**src/rtl/inst_mem_loader_if.sv**
```systemverilog
// Byte-stream input and instruction-memory byte write port of the loader.
// A stream byte transfers on every rising clk edge where rx_valid && rx_ready; the source holds rx_data stable while rx_valid is high and unaccepted.
interface inst_mem_loader_if #(
  parameter int ADDR_W = 32
);
  logic [7:0]        rx_data;
  logic              rx_valid;
  logic              rx_ready;
  logic              mem_we;
  logic [ADDR_W-1:0] mem_addr;
  logic [7:0]        mem_wdata;

  modport master (
    output rx_data, rx_valid,
    input  rx_ready, mem_we, mem_addr, mem_wdata
  );

  modport slave (
    input  rx_data, rx_valid,
    output rx_ready, mem_we, mem_addr, mem_wdata
  );
endinterface

```
**src/rtl/inst_mem_loader.sv**
```systemverilog
// Streams a length-prefixed big-endian byte image into instruction memory while holding the core.
// Optional trailing checksum byte is enabled by defining INST_LOADER_CHECKSUM_EN.
module inst_mem_loader #(
  parameter int                MEM_BYTES = 1024,
  parameter int                ADDR_W    = 32,
  parameter logic [ADDR_W-1:0] BASE_ADDR = '0
) (
  input  logic                    clk,
  input  logic                    rst_n,
  input  logic                    start,
  inst_mem_loader_if.slave        bus,
  output logic                    cpu_hold,
  output logic                    busy,
  output logic                    done,
  output logic                    err,
  output logic [2:0]              dbg_state
);

  typedef enum logic [2:0] {
    IDLE   = 3'd0,
    LEN_HI = 3'd1,
    LEN_LO = 3'd2,
    DATA   = 3'd3,
    CSUM   = 3'd4,
    DONE   = 3'd5
  } state_t;

`ifdef INST_LOADER_CHECKSUM_EN
  localparam state_t POST_PAYLOAD = CSUM;
`else
  localparam state_t POST_PAYLOAD = DONE;
`endif

  state_t            state_q, state_d;
  logic [7:0]        len_hi_q;
  logic [15:0]       len_q;
  logic [15:0]       idx_q;
  logic              err_q;
  logic              mem_we_q;
  logic [ADDR_W-1:0] mem_addr_q;
  logic [7:0]        mem_wdata_q;
  logic              ready;
  logic              accept;
  logic              restart;
  logic [15:0]       len_next;
  logic              len_too_long;
  logic              last_byte;

  assign ready        = (state_q == LEN_HI) || (state_q == LEN_LO) ||
                        (state_q == DATA)   || (state_q == CSUM);
  assign accept       = bus.rx_valid && ready;
  assign restart      = start && ((state_q == IDLE) || (state_q == DONE));
  assign len_next     = {len_hi_q, bus.rx_data};
  assign len_too_long = {16'd0, len_next} > 32'(MEM_BYTES);
  assign last_byte    = (idx_q == len_q - 16'd1);

  always_ff @(posedge clk or negedge rst_n) begin
    if (!rst_n) state_q <= IDLE;
    else        state_q <= state_d;
  end

  always_comb begin
    state_d = state_q;
    unique case (state_q)
      IDLE:   if (start) state_d = LEN_HI;
      LEN_HI: if (accept) state_d = LEN_LO;
      LEN_LO: begin
        if (accept) begin
          if (len_too_long)         state_d = DONE;
          else if (len_next == '0)  state_d = POST_PAYLOAD;
          else                      state_d = DATA;
        end
      end
      DATA:   if (accept && last_byte) state_d = POST_PAYLOAD;
`ifdef INST_LOADER_CHECKSUM_EN
      CSUM:   if (accept) state_d = DONE;
`endif
      DONE:   if (start) state_d = LEN_HI;
      default: state_d = IDLE;
    endcase
  end

`ifdef INST_LOADER_CHECKSUM_EN
  logic [7:0] sum_q;

  // The sum covers payload and checksum byte; a good image sums to zero.
  always_ff @(posedge clk or negedge rst_n) begin
    if (!rst_n) begin
      sum_q <= '0;
    end else if (restart) begin
      sum_q <= '0;
    end else if (accept && (state_q == DATA)) begin
      sum_q <= sum_q + bus.rx_data;
    end
  end
`endif

  always_ff @(posedge clk or negedge rst_n) begin
    if (!rst_n) begin
      len_hi_q    <= '0;
      len_q       <= '0;
      idx_q       <= '0;
      err_q       <= 1'b0;
      mem_we_q    <= 1'b0;
      mem_addr_q  <= '0;
      mem_wdata_q <= '0;
    end else begin
      mem_we_q <= 1'b0;
      if (restart) begin
        err_q <= 1'b0;
        idx_q <= '0;
      end
      if (accept) begin
        unique case (state_q)
          LEN_HI: len_hi_q <= bus.rx_data;
          LEN_LO: begin
            len_q <= len_next;
            idx_q <= '0;
            if (len_too_long) err_q <= 1'b1;
          end
          DATA: begin
            mem_we_q    <= 1'b1;
            mem_addr_q  <= BASE_ADDR + ADDR_W'(idx_q);
            mem_wdata_q <= bus.rx_data;
            idx_q       <= idx_q + 16'd1;
          end
`ifdef INST_LOADER_CHECKSUM_EN
          CSUM: if (8'(sum_q + bus.rx_data) != 8'h00) err_q <= 1'b1;
`endif
          default: ;
        endcase
      end
    end
  end

  assign bus.rx_ready  = ready;
  assign bus.mem_we    = mem_we_q;
  assign bus.mem_addr  = mem_addr_q;
  assign bus.mem_wdata = mem_wdata_q;
  assign busy          = ready;
  assign cpu_hold      = ready;
  assign done          = (state_q == DONE);
  assign err           = err_q;
  assign dbg_state     = state_q;

endmodule

```
**src/flat_wrapper.sv**
```systemverilog
// flat-port wrapper written by rule: the top's interface ports become plain ports
module inst_mem_loader_flat 
#(
  parameter int                MEM_BYTES = 1024,
  parameter int                ADDR_W    = 32,
  parameter logic [ADDR_W-1:0] BASE_ADDR = '0
)
  (clk, rst_n, start, cpu_hold, busy, done, err, dbg_state, bus_rx_data, bus_rx_valid, bus_rx_ready, bus_mem_we, bus_mem_addr, bus_mem_wdata);
  inst_mem_loader_if #(.ADDR_W(ADDR_W)) bus_i ();
  input  logic clk;
  input  logic rst_n;
  input  logic start;
  output logic cpu_hold;
  output logic busy;
  output logic done;
  output logic err;
  output logic [2:0] dbg_state;
  input wire logic [$bits(bus_i.rx_data)-1:0] bus_rx_data;
  input wire logic [$bits(bus_i.rx_valid)-1:0] bus_rx_valid;
  output wire logic [$bits(bus_i.rx_ready)-1:0] bus_rx_ready;
  output wire logic [$bits(bus_i.mem_we)-1:0] bus_mem_we;
  output wire logic [$bits(bus_i.mem_addr)-1:0] bus_mem_addr;
  output wire logic [$bits(bus_i.mem_wdata)-1:0] bus_mem_wdata;
  assign bus_i.rx_data = bus_rx_data;
  assign bus_i.rx_valid = bus_rx_valid;
  assign bus_rx_ready = bus_i.rx_ready;
  assign bus_mem_we = bus_i.mem_we;
  assign bus_mem_addr = bus_i.mem_addr;
  assign bus_mem_wdata = bus_i.mem_wdata;
  inst_mem_loader #(.MEM_BYTES(MEM_BYTES), .ADDR_W(ADDR_W), .BASE_ADDR(BASE_ADDR)) u_core (.clk(clk), .rst_n(rst_n), .start(start), .bus(bus_i), .cpu_hold(cpu_hold), .busy(busy), .done(done), .err(err), .dbg_state(dbg_state));
endmodule
```
**config.mk**
```make
export PLATFORM = sky130hd
export DESIGN_NAME = inst_mem_loader_flat
export DESIGN_NICKNAME = d
export VERILOG_FILES = /design/src/rtl/inst_mem_loader_if.sv /design/src/rtl/inst_mem_loader.sv /design/src/flat_wrapper.sv
export SDC_FILE = /design/constraint.sdc
export NUM_CORES = 1
export LEC_CHECK = 0
export BUFFER_PORTS_ARGS = -buffer_cell sky130_fd_sc_hd__buf_2
export CAP_MARGIN = 20
export CORE_MARGIN = 4
export CORE_UTILIZATION = 50
export CTS_CLUSTER_SIZE = 20
export DETAILED_ROUTE_END_ITERATION = 6
export GPL_TIMING_DRIVEN = 0
export HOLD_SLACK_MARGIN = 0.15
export PLACE_DENSITY = 0.81
export SYNTH_ARGS = -nofsm -noshare
export SYNTH_HDL_FRONTEND = slang
export SYNTH_SLANG_ARGS = --single-unit
```
**constraint.sdc**
```tcl
create_clock -name clk -period 3.16 [get_ports clk]
set_input_delay 0.316 -clock clk [delete_from_list [all_inputs] [get_ports clk]]
set_output_delay 0.316 -clock clk [all_outputs]
set_load 0.005 [all_outputs]
```
[Yosys cells after proc, flatten, opt, wreduce, memory -nomap -nowiden]
Index checks and enable logic that the tools add are counted.
Word-level totals
  register bits: 69
  input bits: 12
  output and inout bits: 49
  logic and storage cells: 51
Operators by class
  add/sub/neg operators: 2
  magnitude comparators: 1
  eq/ne operators: 10
  mux-type cells: 16
  reduce and logical (&&, ||, !) cells: 14
Operators by type and width (count)
  16-bit 2-to-1 mux: 2
  16-bit case mux with 2 select lines: 1
  3-bit 2-to-1 mux: 6
  16-bit by 1-bit adder with 16-bit output, second input constant: 1
  16-bit == test: 1
  16-bit by 11-bit greater-than comparator with 1-bit output, second input constant: 1
  16-bit zero test: 1
  16-bit by 1-bit subtractor with 16-bit output, second input constant: 1
  3-bit case mux with 4 select lines: 1
  3-bit by 2-bit == test with 1-bit output, second input constant: 2
  3-bit == test, second input constant: 2
  1-bit 2-to-1 mux: 6
  2-bit by 1-bit != test with 1-bit output, second input constant: 3
  2-bit AND reduction: 3
  1-bit logical OR: 4
  4-bit AND reduction: 1
  3-bit by 1-bit == test with 1-bit output, second input constant: 1
  1-bit logical AND: 3
  3-bit zero test: 1
  2-bit != test, second input constant: 1
  2-bit OR reduction: 1

[Logic depth before layout (Yosys ltp)]
Gate-level depths: netlist of run 1.
  depth in word-level cells: 8
  mapped depth: 8
  mapped depth without buffers: 8

[Worst setup path before layout of run 1]
OpenSTA, ideal clock, no wires.
  path type: register -> register
  start point: reg u_core.len_q[0]
  end point: reg u_core.state_q[1], in the netlist u_core.dbg_state[1]
  arrival time: 2209 ps
  data required time: 3040 ps
  slack: 831 ps
  stages on the path, launching flop included: 8
  buffers on the path: 0
  cell sequence: dfrtp_1 -> inv_1 -> ha_1 -> or3b_2 -> o311ai_1 -> o2111ai_1 -> or4_1 -> a41o_1
Between the ends
  longest elaborated chain between the ends: 5
Ends and longest elaborated chain
  from (decl): RTL line inst_mem_loader.sv:36  | logic [15:0] len_q;
  from (signal assigned): RTL line inst_mem_loader.sv:117  | len_q <= len_next;
  16-bit by 1-bit subtractor with 16-bit output: RTL line inst_mem_loader.sv:55  | assign last_byte = (idx_q == len_q - 16'd1);
  16-bit == test: RTL line inst_mem_loader.sv:55
  1-bit logical AND: RTL line inst_mem_loader.sv:74  | DATA: if (accept && last_byte) state_d = POST_PAYLOAD;
  2-bit != test (no line)
  4-bit AND reduction (no line)
  to (signal assigned): RTL line inst_mem_loader.sv:59  | else state_q <= state_d;
  to (decl): RTL line inst_mem_loader.sv:34  | state_t state_q, state_d;
Every way passes these cells.
A chain may end at the register's enable or synchronous reset.

[Final worst setup path of run 1]
Same ends and word-level chain as after synthesis.

==> qor.yml, run 1 <==
setup_path:
  worstPathArrival_ps: 2850
  required_ps: 3410
  cp_top_family: "simple AND/OR/NAND/NOR gates"
  critical_path_class: "flip-flop to flip-flop"
  critPathCaptureType: "flip-flop"
  critPathBufInv: 1
  start_kind: "flip-flop"
  crit_chain: "inv_1 -> ha_1 -> or3b_2 -> o311ai_1 -> o2111ai_1 -> or4_1 -> a41o_1"
  cpMaxStageDelayCell: "or3b_2"
  slowest_delay_ps: 490
  path_max_fanout: 6
timing:
  rsz0062_at_grt: "false"
  slew_headroom_pct: 42.99
  fmax_mhz: 384.0
  fin_setup_tns_ps: 0
  final_hold_viol_count: 0
  fin_skew_ps: 9.880
  max_slew.worst_pin.slew_ps: 855.1
  setup_violations: 0
  finalMaxSlewViolations: 0
  post-route-period-util_pct: 82.40
  min_period_ps: 2604
yosys:
  synth_top_area_cell: "dfrtp_1"
  synth.area.top_cells: "dfrtp_1, nand2_1, mux2_2"
  ys_seq_area_share_pct: 47.77
  synth.distinct_cells: 49
  async_flop_share_pct: 100.0
  avgSynthCellArea_um2: 9.037
  synth_edf_count: 0
  yosys.area.top_type_share_pct: 47.77
  netlist_area_um2: 3615
  ys.warnings.count: 0
  postSynthRegisterBits: 69
  ys.flop_type: "dfrtp_1"
  syn_inst: 400
clocking:
  cts_sinks: 69
  path_clk_slew_ps: 80
  cts_max_level: 3
  clockBufferDepth: 2
  cts_setup_buffers: 0
  cts_tree: "built"
  numCtsBuffers: 9
  cts_root_buf: "clkbuf_8"
  clock_insertion_delay_worst_skew_ps: 350
layout:
  multiInputGateArea_um2: 1715
  final_cells: 572
  area_delta_synth_final_pct: 16.86
  area.sequential_um2: 1727
  final_core_util_pct: 61.16
  drive_above_1_share_pct: 22.06
  nets: 485
  antennaDiodeCount: 0
  fillers: 625
placement:
  hpwl_mm: 5.989
  routabilityCongestion: 0.8632
  post-place-cells: 555
  port_buffers: 44
routing:
  postRouteAntennaNets: 0
  drt_pass1_iterations: 4
  wl_mm: 8.201
  vias: 3001
  routedWlPerCell_um: 14.34
  drc: 0
  first_iter_violations: 161
  vias_per_cell: 5.247
floorplan:
  fp.dieH_um: 93.03
  ios: 61
  start_util_pct: 52.34
  rows: 30
  coreArea_um2: 6907
  dieArea_um2: 8654
  die_w_um: 93.03
global_route:
  grt_pass1_wl_mm: 13.74
  antenna_found_initial: 0
  grt_pass1_vias: 2880
  grt_usage_pct: 20.25
  overflow: 0
  grt_start_max_net_pins: 70
hold_path:
  hold_class: "input pin to flip-flop"
power_and_ir_drop:
  power.total_mw: 3.468
  p_leak_nw: 2.014
  powerDensity_nw_per_um2: 821.0
  irDropWorstVdd_mv: 0.5196
status:
  status: "finished clean"
flow_run:
  max_cap_viol_count: 0
-- metal layers --
layer | share of wire [%] | up-vias | track usage, %
met5 | 0 | - | 0
met4 | 1.6 | 0 | 7.692
li1 | - | 1478 | -
met2 | 49 | 81 | 33.11
met3 | 4.9 | 13 | 4.505
met1 | 44 | 1429 | 26.30
-- state kept, by name (all words and copies together), names as in the netlist --
signal,count
u_core.bus.mem_addr,16
u_core.idx_q,16
u_core.len_q,16
u_core.bus.mem_wdata,8
u_core.len_hi_q,8
u_core.dbg_state,3
u_core.bus.mem_we,1
u_core.err,1
-- timing repair --
action                    CTS  global route
hold buffers                1             0
hold endpoints to repair   69             0
gates resized for setup     0             0
-- cells in the mapped netlist, types with 2 or more instances --
master      n
a21o_1      2
a21oi_1     5
a22o_1      2
a31oi_1     4
and2_1      2
and3_1      5
buf_4      18
clkbuf_1   16
dfrtp_1    69
ha_1        2
inv_1       7
mux2_2     20
nand2_1   106
nand2b_1    2
nand3_1     9
nand4_1     4
nor2_1     24
nor2b_1     2
nor3_1      8
nor3b_1     2
nor4_1      6
o211ai_1    2
o21ai_0    34
o311ai_1    2
o31ai_1     3
or3_1       3
or4_1       2
xnor2_1    15
xor2_1      4
-- logic make-up after synthesis --
kind of cell / after synthesis / share of synthesized area (%)
simple gates: 184 / 23.71
flops: 69 / 47.77
compound gates: 61 / 10.28
buf+inv: 43 / 6.334
mux: 21 / 6.508
xor+xnor: 19 / 4.604
fa+ha+maj: 2 / 0.6922
other cells: 1 / 0.1037
-- path summary, 6_finish.rpt --
kind | startpoint | endpoint | slack [ps] | depth (start not counted)
worst max-delay path | u_core.len_q[0] | u_core.dbg_state[1] | 560 | 7
worst min-delay path | bus_rx_data[6] | u_core.bus.mem_wdata[6] | 220 | 3
worst max register to register | u_core.len_q[0] | u_core.dbg_state[1] | 560 | 7
worst min register to register | u_core.err | u_core.err | 460 | 2
max in group asynchronous | rst_n | u_core.bus.mem_we | 1990 | 2
min in group asynchronous | rst_n | u_core.bus.mem_addr[3] | 610 | 2
-- worst register-to-register path: cells and delay by family, from the launching register on --
kind | cells | cell delay [ps]
AO/OA/AOI/OAI | 3 | 750
adder cells (fa/ha/maj) | 1 | 250
buffers and inverters | 1 | 110
flip-flops | 1 | 450
AND/OR/NAND/NOR | 2 | 950
-- power by group --
group / switching (mW) / leakage, nW / internal, mW
logic: 0.706 / 1.02 / 0.610
registers: 0.283 / 0.889 / 1.15
clock network: 0.340 / 0.106 / 0.384
-- area by class of cell --
type                    instances  area share [%]
multi-input cells             303           40.61
clock inverters                 6           1.481
flip-flops and latches         69           40.88
inverters                       8          0.7109
clock buffers                  10           3.258
repair buffers                 45           5.509
plain buffers                  35           4.710
well taps                      96           2.844
-- cells in the final DEF (no fill, tap or decap), types with 2 or more instances in the layout --
| cell | count |
|---|---|
| and3_1 | 5 |
| o311ai_1 | 2 |
| xor2_1 | 4 |
| a31oi_1 | 4 |
| nand2b_1 | 2 |
| and2_1 | 2 |
| conb_1 | 16 |
| dfrtp_1 | 69 |
| nand3_1 | 9 |
| o211ai_1 | 2 |
| nor3_1 | 8 |
| buf_2 | 43 |
| ha_1 | 2 |
| or3_1 | 3 |
| or4_1 | 2 |
| clkinv_2 | 3 |
| buf_4 | 19 |
| a21o_1 | 2 |
| nand4_1 | 4 |
| o31ai_1 | 3 |
| clkinv_4 | 2 |
| o21ai_0 | 34 |
| nor2b_1 | 2 |
| clkbuf_1 | 16 |
| inv_1 | 7 |
| xnor2_1 | 15 |
| a22o_1 | 2 |
| nor4_1 | 6 |
| mux2_2 | 20 |
| nor3b_1 | 2 |
| nor2_1 | 24 |
| a21oi_1 | 5 |
| nand2_1 | 106 |
| clkbuf_8 | 10 |
-- through the flow --
step	instance area, um^2	setup slack [ps]	hold WS [ps]
after global placement	4011	619.6	449.8
after global routing	4224	402.2	219.3
after CTS	4224	557.7	215.2
final	4224	556.0	222.0
after floorplan	3671	830.6	20.41
after detailed placement	4014	561.1	451.4
(Power assumes the default switching activity.)
==> run 2, diff against run 1 <==
- clock period: 3.16 -> 2.5 ns (I/O delays scaled with it)
==> run 2 against run 1 <==
Wire length grew 2.5%. Register-to-register slack worse by 460 ps. Largest cell class is now multi-input gates. Fmax is 8.1% higher. Global-route usage is 0.26 points higher. Count of clock-buffer cells in the layout did not move.
==> qor.yml, run 2 (same netlist as run 1, synthesis figures left out) <==
setup_path:
  cpMaxStageDelayCell: "dfrtp_2"  # was or3b_2
  cp.depth: 7  # unchanged
  slowest_delay_ps: 450  # was 490 ps
  critical_path_class: "flip-flop to flip-flop"  # unchanged
  required_ps: 2740  # was 3410 ps
  start_kind: "flip-flop"  # unchanged
  critPathBufInv: 1  # unchanged
  path_max_fanout: 6  # unchanged
  crit_chain: "inv_1 -> ha_4 -> or3b_4 -> o311ai_4 -> o2111ai_1 -> or4_4 -> a41o_1"  # was inv_1 -> ha_1 -> or3b_2 -> o311ai_1 -> o2111ai_1 -> or4_1 -> a41o_1
  critPathCaptureType: "flip-flop"  # unchanged
  worstPathArrival_ps: 2650  # was 2850 ps
  cp_top_family: "simple AND/OR/NAND/NOR gates"  # unchanged
  r2r_cells: 7  # unchanged
layout:
  drive_above_1_share_pct: 23.27  # was 22.06%
  final_cells: 573  # was 572
  area_delta_synth_final_pct: 18.38  # was 16.86%
  layout_common_cells: "nand2_1, dfrtp_1, buf_2"  # unchanged
  fillers: 622  # was 625
  final_common_cell: "nand2_1"  # unchanged
  final_area_um2: 4279  # was 4224 um^2
  nets: 486  # was 485
  final_core_util_pct: 61.96  # was 61.16%
  antennaDiodeCount: 0  # unchanged
clocking:
  clock_insertion_delay_worst_skew_ps: 350  # about the same
  cts_sinks: 69  # unchanged
  clockBufferDepth: 2  # unchanged
  cts_max_level: 3  # unchanged
  numCtsBuffers: 9  # unchanged
  path_clk_slew_ps: 80  # about the same
  cts_root_buf: "clkbuf_8"  # unchanged
  cts_setup_buffers: 0  # unchanged
  cts_tree: "built"  # unchanged
power_and_ir_drop:
  irDropWorstVdd_mv: 0.6658  # was 0.5196 mV
  powerDensity_nw_per_um2: 1045  # was 821.0 nW/um^2
  p_leak_nw: 2.024  # was 2.014 nW
  power.total_mw: 4.470  # was 3.468 mW
global_route:
  grt_start_max_net_pins: 70  # unchanged
  overflow: 0  # unchanged
  grt_pass1_vias: 2879  # was 2,880
  grt_usage_pct: 20.50  # was 20.25%
  grt_pass1_wl_mm: 13.88  # was 13.74 mm
  antenna_found_initial: 0  # unchanged
routing:
  wl_mm: 8.410  # was 8.201 mm
  drt_pass1_iterations: 4  # unchanged
  routedWlPerCell_um: 14.68  # was 14.34 um
  vias_per_cell: 5.279  # was 5.247
  vias: 3025  # was 3,001
  first_iter_violations: 162  # was 161
  drc: 0  # unchanged
  postRouteAntennaNets: 0  # unchanged
floorplan:
  dieArea_um2: 8654  # unchanged
  ios: 61  # unchanged
  coreArea_um2: 6907  # unchanged
  start_util_pct: 52.34  # unchanged
  die_w_um: 93.03  # unchanged
  rows: 30  # unchanged
  fp.dieH_um: 93.03  # unchanged
placement:
  port_buffers: 44  # unchanged
  routabilityCongestion: 0.8632  # unchanged
  pre_cts_slack_ps: -98.94  # was 561.1 ps
  hpwl_mm: 5.989  # unchanged
  dpl_cell_area_um2: 4014  # unchanged
  post-place-cells: 555  # unchanged
timing:
  fin_ws_ps: 91.34  # was 556.0 ps
  post-route-period-util_pct: 96.35  # was 82.40%
  slew_headroom_pct: 42.87  # was 42.99%
  min_period_ps: 2409  # was 2604 ps
  fmax_mhz: 415.2  # was 384.0 MHz
  fin_skew_ps: 8.711  # was 9.880 ps
  finalMaxSlewViolations: 0  # unchanged
  max_slew.worst_pin.slew_ps: 857.0  # was 855.1 ps
  setup_violations: 0  # unchanged
  final_hold_viol_count: 0  # unchanged
  rsz0062_at_grt: "true"  # was false
status:
  status: "finished clean"  # unchanged
hold_path:
  hold_class: "input pin to flip-flop"  # unchanged
  min_path_cells: 3  # unchanged
flow_run:
  max_cap_viol_count: 0  # unchanged
-- run 2: changes by cell type in the layout (fill, tap and decap cells not counted), sizes merged --
cell,previous run,this run
dlygate4sd3,1,2
clkbuf,26,27
buf,63,62
-- run 2: metal layers --
layer  up-vias  track usage (%)  share of wire (%)  wire length (um)
met3        18            4.586                4.8               401
met1      1440            26.45                 44              3670
met4         0            8.425                2.4               199
met5         -                0                  0                 0
li1       1482                -                  -                 -
met2        85            33.41                 49              4139
-- run 2: power by group --
| part | total [mW] | internal, mW | switching, mW | leakage [nW] |
|---|---|---|---|---|
| Sequential | 1.82 | 1.45 | 0.368 | 0.888 |
| Clock | 0.913 | 0.486 | 0.427 | 0.106 |
| Combinational | 1.74 | 0.803 | 0.936 | 1.03 |
| Total | 4.47 | 2.74 | 1.73 | 2.02 |
-- run 2: timing repair --
item | CTS | global route
endpoints found under the setup margin | 1 | 12
hold endpoints to repair | 70 | 0
resized for setup | 4 | 5
hold buffers | 2 | 0
-- run 2: final timing paths --
kind | startpoint | end | slack (ps)
worst max-delay path | u_core.len_q[0] | u_core.dbg_state[1] | 90
min in group asynchronous | rst_n | u_core.bus.mem_addr[3] | 550
max in group asynchronous | rst_n | u_core.len_q[0] | 1340
worst min register to register | u_core.err | u_core.err | 460
worst min-delay path | bus_rx_data[0] | u_core.bus.mem_wdata[0] | 160
worst max register to register | u_core.len_q[0] | u_core.dbg_state[1] | 90
-- run 2: metrics by stage --
stage	setup TNS [ps]	hold slack, ps
after global placement	-40.43	449.8
after CTS	0	152.5
after detailed placement	-98.94	416.5
final	0	164.1
after global routing	-5.514	159.6
after floorplan	0	-45.59
-- run 2: cell type report --
type | instances | area (um^2) | area share (%)
multi-input cells | 303 | 1758 | 41.08
flip-flops and latches | 69 | 1728 | 40.38
repair buffers | 46 | 242.7 | 5.673
plain buffers | 35 | 200.2 | 4.678
clock buffers | 10 | 137.6 | 3.216
well taps | 96 | 120.1 | 2.807
clock inverters | 6 | 62.56 | 1.462
inverters | 8 | 30.03 | 0.7018
-- run 2: worst reg2reg max path, stage by stage, from the launching register on --
cell and delay (ps):
dfrtp_2 450, inv_1 140, ha_4 180, or3b_4 410
o311ai_4 280, o2111ai_1 160, or4_4 450, a41o_1 260
==> run 3, diff against run 2 <==
- BUFFER_PORTS_ARGS: -buffer_cell sky130_fd_sc_hd__buf_2 -> -buffer_cell sky130_fd_sc_hd__buf_4
==> run 3 against run 2 <==
Wire length shrank 1.6%. Core utilization rose by 2.2 points. Combinational power rose by 4%. Count of clock-buffer cells in the layout up 2. Fmax down 0.63%. Register-to-register slack worse by 20 ps. Critical endpoint unchanged. Highest routed layer unchanged.
==> qor.yml, run 3 (same netlist as run 1, synthesis figures left out) <==
placement:
  routabilityCongestion: 0.8997  # was 0.8632
  pre_cts_slack_ps: -52.45  # was -98.94 ps
  port_buffers: 44  # unchanged
  hpwl_mm: 6.182  # was 5.989 mm
  post-place-cells: 555  # unchanged
routing:
  wl_met1_mm: 3.741  # was 3.670 mm
  vias_per_cell: 5.244  # was 5.279
  wl_met2_mm: 3.930  # was 4.139 mm
  routedWlPerCell_um: 14.24  # was 14.68 um
  vias: 3047  # was 3,025
  top_layer: "met4"  # unchanged
  first_iter_violations: 123  # was 162
  postRouteAntennaNets: 0  # unchanged
  drc: 0  # unchanged
  drt_pass1_iterations: 4  # unchanged
  wl_mm: 8.273  # was 8.410 mm
  dr_wl_met3_um: 348  # was 401 um
layout:
  final_common_cell: "nand2_1"  # unchanged
  final_cells: 581  # was 573
  antennaDiodeCount: 0  # unchanged
  nets: 494  # was 486
  final_core_util_pct: 64.13  # was 61.96%
  drive_above_1_share_pct: 23.30  # was 23.27%
  layout_common_cells: "nand2_1, dfrtp_1, buf_4"  # was nand2_1, dfrtp_1, buf_2
  area_delta_synth_final_pct: 22.53  # was 18.38%
floorplan:
  coreArea_um2: 6907  # unchanged
  start_util_pct: 52.34  # unchanged
  ios: 61  # unchanged
  dieArea_um2: 8654  # unchanged
  die_w_um: 93.03  # unchanged
  rows: 30  # unchanged
  fp.dieH_um: 93.03  # unchanged
power_and_ir_drop:
  clkPwrFrac_pct: 18.4  # was 20.4%
  p_switching_mw: 1.692  # was 1.732 mW
  powerDensity_nw_per_um2: 1004  # was 1045 nW/um^2
  power.total_mw: 4.446  # was 4.470 mW
  combPwrFrac_pct: 40.7  # was 38.9%
  p_leak_nw: 2.062  # was 2.024 nW
  power.internal_mw: 2.754  # was 2.738 mW
  irDropWorstVdd_mv: 0.5530  # was 0.6658 mV
  power.share.switching_pct: 38.06  # was 38.75%
  seqPwrFrac_pct: 40.9  # was 40.7%
hold_path:
  hold_class: "input pin to flip-flop"  # unchanged
  min_path_cells: 4  # was 3
  hp-start: "start"  # was bus_rx_data[0]
  min_to: "u_core.dbg_state[2]"  # was u_core.bus.mem_wdata[0]
global_route:
  grt_start_max_net_pins: 70  # unchanged
  grt_pass1_wl_mm: 13.48  # was 13.88 mm
  grt_usage_pct: 19.67  # was 20.50%
  overflow: 0  # unchanged
  grt_pass1_vias: 2804  # was 2,879
  antenna_found_initial: 0  # unchanged
status:
  status: "finished clean"  # unchanged
timing:
  finalMaxSlewViolations: 0  # unchanged
  fmax_mhz: 412.6  # was 415.2 MHz
  final_hold_viol_count: 0  # unchanged
  fin_ws_ps: 76.12  # was 91.34 ps
  post-route-period-util_pct: 96.96  # was 96.35%
  min_period_ps: 2424  # was 2409 ps
  rsz0062_at_grt: "true"  # unchanged
  whs_ps: 278.5  # was 164.1 ps
  slew_headroom_pct: 43.50  # was 42.87%
  max_slew.worst_pin.slew_ps: 847.5  # was 857.0 ps
  setup_violations: 0  # unchanged
  fin_skew_ps: 6.848  # was 8.711 ps
clocking:
  cts_tree: "built"  # unchanged
  cts_root_buf: "clkbuf_8"  # unchanged
  cts_sinks: 69  # unchanged
  path_clk_slew_ps: 70  # was 80 ps
  clockBufferDepth: 2  # unchanged
  numCtsBuffers: 9  # unchanged
  clock_insertion_delay_worst_skew_ps: 330  # was 350 ps
  cts_max_level: 3  # unchanged
setup_path:
  path_max_fanout: 6  # unchanged
  worstPathArrival_ps: 2650  # about the same
  start_kind: "flip-flop"  # unchanged
  r2r_cells: 7  # unchanged
  worstReg2RegEnd: "u_core.dbg_state[1]"  # unchanged
  required_ps: 2730  # was 2740 ps
  critical_path_class: "flip-flop to flip-flop"  # unchanged
  r2r_slack_ps: 80  # was 90 ps
  critPathCaptureType: "flip-flop"  # unchanged
  reg2reg_from: "u_core.len_q[0]"  # unchanged
flow_run:
  max_cap_viol_count: 0  # unchanged
## run 3: layer usage
metal  vias up  GRT usage (%)
met5         -              0
met4         0          7.204
met3        20          3.942
met2        81          32.99
met1      1451          25.22
li1       1495              -
## run 3: worst max-delay path, cell delays in order (launching register included)
cell	delay (ps)
dfrtp_2	440
inv_2	100
ha_4	170
or3b_2	480
o311ai_2	270
o2111ai_1	170
or4_4	450
a41o_1	250
## run 3: worst max path at each step
stage                    startpoint  depth (start not counted)  slack [ps]                   to
detailed placement  u_core.len_q[0]                          7         -50  u_core.dbg_state[1]
global placement    u_core.len_q[0]                          7         -40  u_core.dbg_state[1]
floorplan           u_core.len_q[0]                          7         170  u_core.dbg_state[1]
finish              u_core.len_q[0]                          7          80  u_core.dbg_state[1]
global route        u_core.len_q[2]                          6         -10  u_core.dbg_state[1]
CTS                 u_core.len_q[0]                          7          20  u_core.dbg_state[1]
## run 3: area by class of cell
type,instances,area (um^2)
plain buffers,35,200.2
clock buffers,12,155.1
clock inverters,4,22.52
fillers,616,2477
inverters,8,30.03
multi-input cells,303,1745
flip-flops and latches,69,1728
well taps,96,120.1
repair buffers,54,427.9
## run 3: what timing repair did
item / CTS / global route
setup buffers: 0 / 1
resized for setup: 5 / 4
hold buffers: 9 / 0
setup endpoints to repair: 2 / 8
endpoints found under the hold margin: 78 / 0
pin swaps: 0 / 0
## run 3: per-stage QoR
step / TNS (ps) / area (um^2)
3_3_place_gp: -40.16 / 4121
2_1_floorplan: 0 / 3671
6_report: 0 / 4429
3_5_place_dp: -52.45 / 4121
5_1_grt: -11.20 / 4429
4_1_cts: 0 / 4413
## run 3: power by group through the flow
stage	registers, mW	clock network, mW	logic, mW
2_1_floorplan	1.75	0	1.20
3_3_place_gp	1.81	0	1.68
3_5_place_dp	1.82	0	1.75
4_1_cts	1.81	0.834	1.80
5_1_grt	1.87	0.888	2.01
6_report	1.82	0.819	1.81
